<file path="config.mk">
export PLATFORM = sky130hd
export DESIGN_NAME = arduino_spi_regs
export DESIGN_NICKNAME = d
export VERILOG_FILES = /design/src/rtl/arduino_spi_regs.sv
export SDC_FILE = /design/constraint.sdc
export NUM_CORES = 1
export LEC_CHECK = 0
export ABC_AREA = 1
export CORE_MARGIN = 4
export CORE_UTILIZATION = 40
export CTS_CLUSTER_SIZE = 14
export DETAILED_ROUTE_END_ITERATION = 6
export MAX_ROUTING_LAYER = met4
export PLACE_DENSITY = 0.64
export SLEW_MARGIN = 20
export SYNTH_ARGS = -nofsm -noshare
export SYNTH_HDL_FRONTEND = slang
export SYNTH_SLANG_ARGS = --single-unit
</file>
<file path="constraint.sdc">
create_clock -name clk -period 2.06 [get_ports clk]
set_clock_uncertainty 0.15 [all_clocks]
set_input_delay 0.206 -clock clk [delete_from_list [all_inputs] [get_ports clk]]
set_output_delay 0.206 -clock clk [all_outputs]
set_load 0.005 [all_outputs]
</file>
<file path="src/rtl/arduino_spi_regs.sv">
// SPI mode-0 register front-end for the 8-bit PWM stage: synchronised pin capture,
// 16-bit frame decode, shadow registers and period-aligned or immediate commit.
module arduino_spi_regs #(
    parameter int unsigned       DATA_W      = 8,
    parameter int unsigned       SYNC_STAGES = 2,
    parameter logic [DATA_W-1:0] RESET_MAX   = 8'hFF
) (
    input  logic              clk,
    input  logic              rst_n,
    input  logic              sclk,
    input  logic              mosi,
    input  logic              cs_n,
    output logic              miso,
    output logic              miso_oe,
    input  logic              period_done,
    output logic [DATA_W-1:0] duty,
    output logic [DATA_W-1:0] max_value,
    output logic              pwm_en,
    output logic              frame_done
);

    localparam int unsigned      FRAME_W     = 8 + DATA_W;
    localparam int unsigned      CNT_W       = $clog2(FRAME_W + 1);
    localparam logic [CNT_W-1:0] HDR_LAST    = CNT_W'(7);
    localparam logic [CNT_W-1:0] FRAME_LAST  = CNT_W'(FRAME_W - 1);
    localparam logic [CNT_W-1:0] SHIFT_FIRST = CNT_W'(9);

    typedef enum logic [1:0] {ST_IDLE, ST_ADDR, ST_DATA, ST_DONE} state_t;

    logic [SYNC_STAGES-1:0] r_sclk_sync, r_mosi_sync, r_cs_sync;
    logic                   r_sclk_d, r_cs_d;
    state_t                 r_state;
    logic [CNT_W-1:0]       r_bit_cnt;
    logic [FRAME_W-2:0]     r_shift;
    logic [DATA_W-1:0]      r_miso_sh;
    logic                   r_miso, r_miso_oe, r_frame_done;
    logic [DATA_W-1:0]      r_duty_sh, r_max_sh, r_duty, r_max;
    logic [1:0]             r_ctrl;
    logic                   r_pending, r_frame_err;

    logic                   w_sclk_s, w_mosi_s, w_cs_s;
    logic                   w_sclk_rise, w_sclk_fall, w_cs_rise, w_cs_fall;
    logic [6:0]             w_hdr_addr, w_wr_addr;
    logic                   w_hdr_rw, w_frame_rw;
    logic [FRAME_W-1:0]     w_frame;
    logic [DATA_W-1:0]      w_wr_data, w_rd_data;
    logic                   w_last_rise, w_wr_en, w_rd_done, w_abort, w_commit;

    assign w_sclk_s    = r_sclk_sync[SYNC_STAGES-1];
    assign w_mosi_s    = r_mosi_sync[SYNC_STAGES-1];
    assign w_cs_s      = r_cs_sync[SYNC_STAGES-1];
    assign w_sclk_rise = w_sclk_s & ~r_sclk_d;
    assign w_sclk_fall = ~w_sclk_s & r_sclk_d;
    assign w_cs_rise   = w_cs_s & ~r_cs_d;
    assign w_cs_fall   = ~w_cs_s & r_cs_d;

    // Header fields are taken with the current bit still on the synchronised mosi.
    assign w_hdr_rw    = r_shift[6];
    assign w_hdr_addr  = {r_shift[5:0], w_mosi_s};
    assign w_frame     = {r_shift, w_mosi_s};
    assign w_frame_rw  = w_frame[FRAME_W-1];
    assign w_wr_addr   = w_frame[FRAME_W-2 -: 7];
    assign w_wr_data   = w_frame[DATA_W-1:0];

    assign w_last_rise = (r_state == ST_DATA) && w_sclk_rise && !w_cs_rise
                         && (r_bit_cnt == FRAME_LAST);
    assign w_wr_en     = w_last_rise & w_frame_rw;
    assign w_rd_done   = w_last_rise & ~w_frame_rw;
    assign w_abort     = w_cs_rise && ((r_state == ST_ADDR) || (r_state == ST_DATA));
    assign w_commit    = r_pending & (period_done | r_ctrl[1]);

    always_comb begin
        w_rd_data = '0;
        case (w_hdr_addr)
            7'h00:   w_rd_data = r_duty_sh;
            7'h01:   w_rd_data = r_max_sh;
            7'h02:   w_rd_data = {{(DATA_W-2){1'b0}}, r_ctrl};
            7'h03:   w_rd_data = {{(DATA_W-2){1'b0}}, r_frame_err, r_pending};
            default: w_rd_data = '0;
        endcase
    end

    always_ff @(posedge clk or negedge rst_n) begin
        if (!rst_n) begin
            r_sclk_sync <= '0;
            r_mosi_sync <= '0;
            r_cs_sync   <= '1;
            r_sclk_d    <= 1'b0;
            r_cs_d      <= 1'b1;
        end else begin
            r_sclk_sync <= {r_sclk_sync[SYNC_STAGES-2:0], sclk};
            r_mosi_sync <= {r_mosi_sync[SYNC_STAGES-2:0], mosi};
            r_cs_sync   <= {r_cs_sync[SYNC_STAGES-2:0], cs_n};
            r_sclk_d    <= w_sclk_s;
            r_cs_d      <= w_cs_s;
        end
    end

    always_ff @(posedge clk or negedge rst_n) begin
        if (!rst_n) begin
            r_state      <= ST_IDLE;
            r_bit_cnt    <= '0;
            r_shift      <= '0;
            r_miso_sh    <= '0;
            r_miso       <= 1'b0;
            r_miso_oe    <= 1'b0;
            r_frame_done <= 1'b0;
        end else begin
            r_frame_done <= 1'b0;
            r_miso_oe    <= ~w_cs_s;
            if (w_cs_rise) begin
                r_state <= ST_IDLE;
                r_miso  <= 1'b0;
            end else begin
                case (r_state)
                    ST_IDLE: if (w_cs_fall) begin
                        r_state   <= ST_ADDR;
                        r_bit_cnt <= '0;
                        r_miso_sh <= '0;
                        r_miso    <= 1'b0;
                    end
                    ST_ADDR: if (w_sclk_rise) begin
                        r_shift   <= {r_shift[FRAME_W-3:0], w_mosi_s};
                        r_bit_cnt <= r_bit_cnt + 1'b1;
                        if (r_bit_cnt == HDR_LAST) begin
                            r_state <= ST_DATA;
                            if (!w_hdr_rw) begin
                                r_miso    <= w_rd_data[DATA_W-1];
                                r_miso_sh <= {w_rd_data[DATA_W-2:0], 1'b0};
                            end
                        end
                    end
                    ST_DATA: begin
                        if (w_sclk_rise) begin
                            r_shift   <= {r_shift[FRAME_W-3:0], w_mosi_s};
                            r_bit_cnt <= r_bit_cnt + 1'b1;
                            if (r_bit_cnt == FRAME_LAST) begin
                                r_state      <= ST_DONE;
                                r_frame_done <= 1'b1;
                                r_miso       <= 1'b0;
                            end
                        end else if (w_sclk_fall && r_bit_cnt >= SHIFT_FIRST) begin
                            // The fall right after the header leaves the MSB up for the 9th rise.
                            r_miso    <= r_miso_sh[DATA_W-1];
                            r_miso_sh <= {r_miso_sh[DATA_W-2:0], 1'b0};
                        end
                    end
                    ST_DONE: r_miso <= 1'b0;
                    default: r_state <= ST_IDLE;
                endcase
            end
        end
    end

    always_ff @(posedge clk or negedge rst_n) begin
        if (!rst_n) begin
            r_duty_sh   <= '0;
            r_max_sh    <= RESET_MAX;
            r_duty      <= '0;
            r_max       <= RESET_MAX;
            r_ctrl      <= '0;
            r_pending   <= 1'b0;
            r_frame_err <= 1'b0;
        end else begin
            if (w_commit) begin
                r_duty <= r_duty_sh;
                r_max  <= r_max_sh;
            end
            if (w_wr_en) begin
                case (w_wr_addr)
                    7'h00:   r_duty_sh <= w_wr_data;
                    7'h01:   r_max_sh  <= w_wr_data;
                    7'h02:   r_ctrl    <= w_wr_data[1:0];
                    default: ;
                endcase
            end
            // A shadow write wins over a same-cycle commit so the new value is not lost.
            if (w_wr_en && (w_wr_addr == 7'h00 || w_wr_addr == 7'h01))
                r_pending <= 1'b1;
            else if (w_commit)
                r_pending <= 1'b0;
            if (w_abort)
                r_frame_err <= 1'b1;
            else if (w_rd_done && w_wr_addr == 7'h03)
                r_frame_err <= 1'b0;
        end
    end

    assign miso       = r_miso;
    assign miso_oe    = r_miso_oe;
    assign frame_done = r_frame_done;
    assign duty       = r_duty;
    assign max_value  = r_max;
    assign pwm_en     = r_ctrl[0];

endmodule

</file>
# Word-level counts from Yosys, hierarchy flattened

Index checks and enable logic that the tools add are counted.

Div/mod/pow operators: 0
Magnitude comparators: 1
Add/sub/neg operators: 1
Reductions and logical operators: 27
Multiplexer cells: 35
Multiply operators: 0
Eq/ne operators: 26
Bitwise operators: 14
Shift operators: 0

Operators by type and width:

| operator                                                        | count |
|---|---|
| 8-bit 2-to-1 mux                                                | 6 |
| 8-bit one-hot mux with 4 select lines                           | 1 |
| 7-bit by 2-bit == test with 1-bit output, second input constant | 4 |
| 8-bit one-hot mux with 3 select lines                           | 1 |
| 1-bit 2-to-1 mux                                                | 16 |
| 3-bit != test, second input constant                            | 5 |
| 7-bit by 1-bit == test with 1-bit output, second input constant | 2 |
| 7-bit zero test                                                 | 2 |
| 2-bit 2-to-1 mux                                                | 6 |
| 6-bit AND reduction                                             | 2 |
| 5-bit 2-to-1 mux                                                | 2 |
| 5-bit one-hot mux with 2 select lines                           | 1 |
| 2-bit != test, second input constant                            | 4 |
| 8-bit AND reduction                                             | 1 |
| 1-bit AND                                                       | 7 |
| 1-bit logical AND                                               | 7 |
| 2-bit by 1-bit != test with 1-bit output, second input constant | 3 |
| 1-bit inverter                                                  | 6 |
| 2-bit one-hot mux with 3 select lines                           | 1 |
| 2-bit AND reduction                                             | 3 |
| 2-bit nonzero test                                              | 3 |
| 5-bit by 1-bit adder with 5-bit output, second input constant   | 1 |
| 5-bit by 3-bit == test with 1-bit output, second input constant | 1 |
| 5-bit by 4-bit == test with 1-bit output, second input constant | 1 |
| 16 further kinds                                                | 18 |

Bits in registers: 77
Bits in read-only memories: 0
Word-level logic and storage cells: 123
Memories kept: 0
Memory bits (writable): 0
Output and inout port bits: 20
Bits in latches: 0

# Longest topological paths before layout

Gate-level depths: netlist (run 1).

Word-level depth: 9
Gate-level depth with buffers: 11
Gate-level depth less buffers: 11

# Worst setup path after synthesis (run 1)

OpenSTA, ideal clock, no wires.

Kind: register -> register
Start point: register r_bit_cnt[0]
End point: register r_duty_sh[6]
Path buffers: 1
Slack: 0.238 ns
Arrival: 1.553 ns
Cell stages (with the launch flop): 11
Data required time: 1.791 ns
Path through: dfrtp_1 -> ha_1 -> nand2_1 -> nor2_1 -> ha_1 -> nand3_2 -> nor2_4 -> nand3_4 -> buf_6 -> nand2_2 -> o21ai_2

Word-level cells in the longest chain between the ends: 4

RTL lines:

| what                                     | RTL line | source |
|---|---|---|
| from (decl)                              | 33       | `logic [CNT_W-1:0] r_bit_cnt;` |
| from (signal assigned)                   | 124      | `r_bit_cnt <= r_bit_cnt + 1'b1;` |
| from (signal assigned)                   | 136      | `r_bit_cnt <= r_bit_cnt + 1'b1;` |
| 5-bit by 4-bit == test with 1-bit output | 66       | `&& (r_bit_cnt == FRAME_LAST);` |
| 1-bit logical AND                        | 66       |  |
| 1-bit AND                                | 67       | `assign w_wr_en = w_last_rise & w_frame_rw;` |
| 2-bit AND reduction (no source line)     | --       |  |
| to (signal assigned)                     | 171      | `7'h00: r_duty_sh <= w_wr_data;` |
| to (decl)                                | 37       | `logic [DATA_W-1:0] r_duty_sh, r_max_sh, r_duty, r_max;` |

No other way between the ends.
A chain may end at the register's enable or synchronous reset.

# Worst setup path after layout (run 1)

Start point: register r_bit_cnt[1]
End point: register r_duty_sh[0]

The elaborated chain is that of the path after synthesis.

==> results of run 1 <==
## power by group
| group | switching (W) | internal (W) |
|---|---|---|
| clock network | 0.000558 | 0.000560 |
| registers | 0.000103 | 0.00164 |
| logic | 0.000870 | 0.000425 |
## synth_stat cells (2+ instances only)
library cell | instances | share of area [%]
nand2_2 | 5 | 0.89
o21ai_0 | 38 | 5.4
o22ai_1 | 3 | 0.53
inv_1 | 33 | 3.5
a21oi_1 | 5 | 0.71
nor2_1 | 18 | 1.9
nand2_1 | 124 | 13
nand3_4 | 2 | 1.0
clkbuf_1 | 4 | 0.43
nand3_2 | 2 | 0.57
dfstp_2 | 19 | 14
nor3_1 | 2 | 0.28
buf_2 | 2 | 0.28
ha_1 | 10 | 3.6
mux2_2 | 2 | 0.64
nor2_2 | 3 | 0.53
buf_6 | 2 | 0.64
nand3_1 | 22 | 3.1
dfrtp_1 | 57 | 41
nand4_1 | 2 | 0.36
inv_2 | 3 | 0.32
o21ai_2 | 16 | 4.0
o21ai_1 | 3 | 0.43
nor2_4 | 3 | 0.96
## worst max path at each step
stage / end / slack (ns) / cells past startpoint
3_5_place_dp: r_duty_sh[1] / 0.08 / 8
4_1_cts: r_shift[1] / 0.05 / 6
2_1_floorplan: r_duty_sh[6] / 0.24 / 10
3_3_place_gp: r_duty_sh[4] / 0.12 / 9
5_1_grt: r_duty_sh[6] / -0.05 / 9
6_report: r_duty_sh[0] / 0.06 / 9
## repair_timing
action | CTS | global route
hold endpoints to repair | 60 | 0
resized for setup | 0 | 14
hold buffers | 1 | 0
buffers inserted | 0 | 4
endpoints found under the setup margin | 0 | 33
## area by class of cell
type | count | area [um2]
Sequential cell | 76 | 1930
Tap cell | 105 | 131
Multi-Input combinational cell | 267 | 1460
Inverter | 37 | 139
Clock buffer | 10 | 128
Clock inverter | 6 | 65.1
Timing Repair Buffer | 42 | 403
Fill cell | 813 | 4130
## layer usage
metal | part of all wire (%) | global-route usage (%) | vias up
met5 | 0 | - | -
li1 | - | - | 1352
met2 | 46 | 22.0 | 55
met3 | 5.1 | 3.93 | 12
met4 | 1.7 | 5.73 | 0
met1 | 47 | 22.3 | 1250
## per-stage QoR
step / total power, W / utilization, % / cells / TNS (ns) / cell area, um2
after CTS: 0.00411 / 49.5 / 537 / 0 / 4150
final: 0.00415 / 50.7 / 543 / 0 / 4250
after detailed placement: 0.00298 / 47.1 / 520 / 0 / 3940
after floorplan: 0.00259 / - / 387 / 0 / 3520
after global placement: 0.00295 / 47.1 / 520 / 0 / 3940
after global routing: 0.00445 / 50.7 / 543 / -0.335 / 4250
## critical path: stages, from the launching register on
cell	delay, ns
dfrtp_1	0.39
ha_2	0.20
nand2_2	0.07
nor2_2	0.10
ha_2	0.20
nand3_4	0.09
nor2_4	0.24
buf_12	0.15
nand3_4	0.15
o21ai_2	0.20
## cell families (layout without fill, tap and decap cells)
family / count (synthesis) / count (layout) / synth area share (%)
adder cells (fa/ha/maj): 10 / 10 / 3.56
AND/OR/NAND/NOR: 186 / 188 / 24.0
multiplexers: 2 / 2 / 0.640
flip-flops: 76 / 76 / 54.7
AO/OA/AOI/OAI: 67 / 67 / 11.5
buffers and inverters: 46 / 95 / 5.51
## sequential cells by signal, summed over array words and instances, names as in the netlist
name         cells
r_bit_cnt        5
r_ctrl           2
duty             8
r_cs_d           1
r_max_sh         8
r_frame_err      1
miso_oe          1
r_mosi_sync      2
miso             1
r_shift         15
r_sclk_d         1
frame_done       1
r_duty_sh        8
max_value        8
r_state          2
r_pending        1
r_sclk_sync      2
r_miso_sh        7
r_cs_sync        2
==> impl_results.md, run 1 <==
* Die area at 10400 um2
* Site row count at 33
* Max_cap viols at 0
* Crit end category: flop
* Global-route wire length before repair at 12300 um
* H-tree level count at 3
* GRT Residual Overflow at 0
* VDD IR max at 0.473 mV
* Die width at 102 um
* Cell Pwr Density at 976 nW/um2
* Layout cells sized above 1 at 23.1%
* HP Class: in2reg
* Ys flop type: dfrtp_1
* Layout Nets at 449
* RD Place Congestion at 0.875
* Endpoints failing hold at 0
* Area Overhead vs Synth at 20.9%
* Fin worst setup slack at 0.0637 ns
* Clk pin slew, worst setup/hold paths at 0.08 ns
* Clock Tree Buf Depth at 2
* R2r startpoint: r_bit_cnt[1]
* Post-synth EDFFs at 0
* Required time of the critical path at 2.19 ns
* Die height at 102 um
* Synth Register Bits at 76
* Initial DRT Pass Iterations at 4
* Drt wl/cell at 13.3 um
* Number of global-route vias before repair at 2543
* Worst Min Path Start: cs_n
* Worst setup startpoint: r_bit_cnt[1]
* Num CTS Buffers at 9
* Status: completed
* Period utilisation layout at 96.9%
* Place WS at 0.0800 ns
* Drt initial violations at 151
* Hold depth at 1
* CTS tree: yes
* Port Buffers at 25
* # diodes at 0
* Reg2reg path depth at 9
* Syn Nets at 403
* Total GRT Usage at 15.8%
* Initial Util at 42.0%
* Hpwl dp at 4950 um
* Type of origin of the critical path: flop
* Hold Slack at 0.101 ns
* Lkg Pwr at 1.91 nW
* Sequential-to-total area share from yosys stat at 54.7%
* Commonest non-fill, non-tap cell in the layout: nand2_1
* Vias at 2669
* Core area at 8380 um2
* Latest clock arrival within the worst-skew pair at 0.36 ns
* Synth warn at 0
* Synth unique cells at 31
* Reg-to-reg endpoint: r_duty_sh[0]
* Post-route DRC at 0
* Fmax achieved at 0.501 GHz
* Syn Area/Cell at 9.09 um2
* Most frequent cells in the layout: nand2_1, dfrtp_1, o21ai_0
* IO Pins at 26
* Largest net degree at the start of global routing at 61
* Final setup fails at 0
* Crit path time final at 2.00 ns
* Arr. time, crit path at 2.13 ns
* CP Class: reg2reg
* CP max FO at 8
* Reg-to-reg slack, setup at 0.06 ns
* Post-DRT Antenna Nets at 0
* Clock Sinks at 76
* Post-Syn Area at 3520 um2
* Pins Over Slew Limit at 0
* Slew HR at 54.2%
* Clock root cell: clkbuf_8
* Final WL at 7230 um
* Initial antenna violation count at 0
* Vias per cell at 4.92
* RSZ-0062 raised after global routing: true
* Hold Path Sink: r_cs_sync[0]
* Gate Count Post-Synth at 387
* Asr flop ratio synth at 100%
* Worst-Margin Slew at 0.682 ns
Note: power is estimated with default switching activity, not from simulation.
==> inputs of run 2 (changes only) <==
--- a/config.mk
+++ b/config.mk
@@ -8,6 +8,7 @@
 export ABC_AREA = 1
 export CORE_MARGIN = 4
 export CORE_UTILIZATION = 40
+export CTS_CLUSTER_DIAMETER = 120
 export CTS_CLUSTER_SIZE = 14
 export DETAILED_ROUTE_END_ITERATION = 6
 export MAX_ROUTING_LAYER = met4
==> results of run 2 <==
Same layout as run 1: the final DEF is identical, and so are final timing and power.
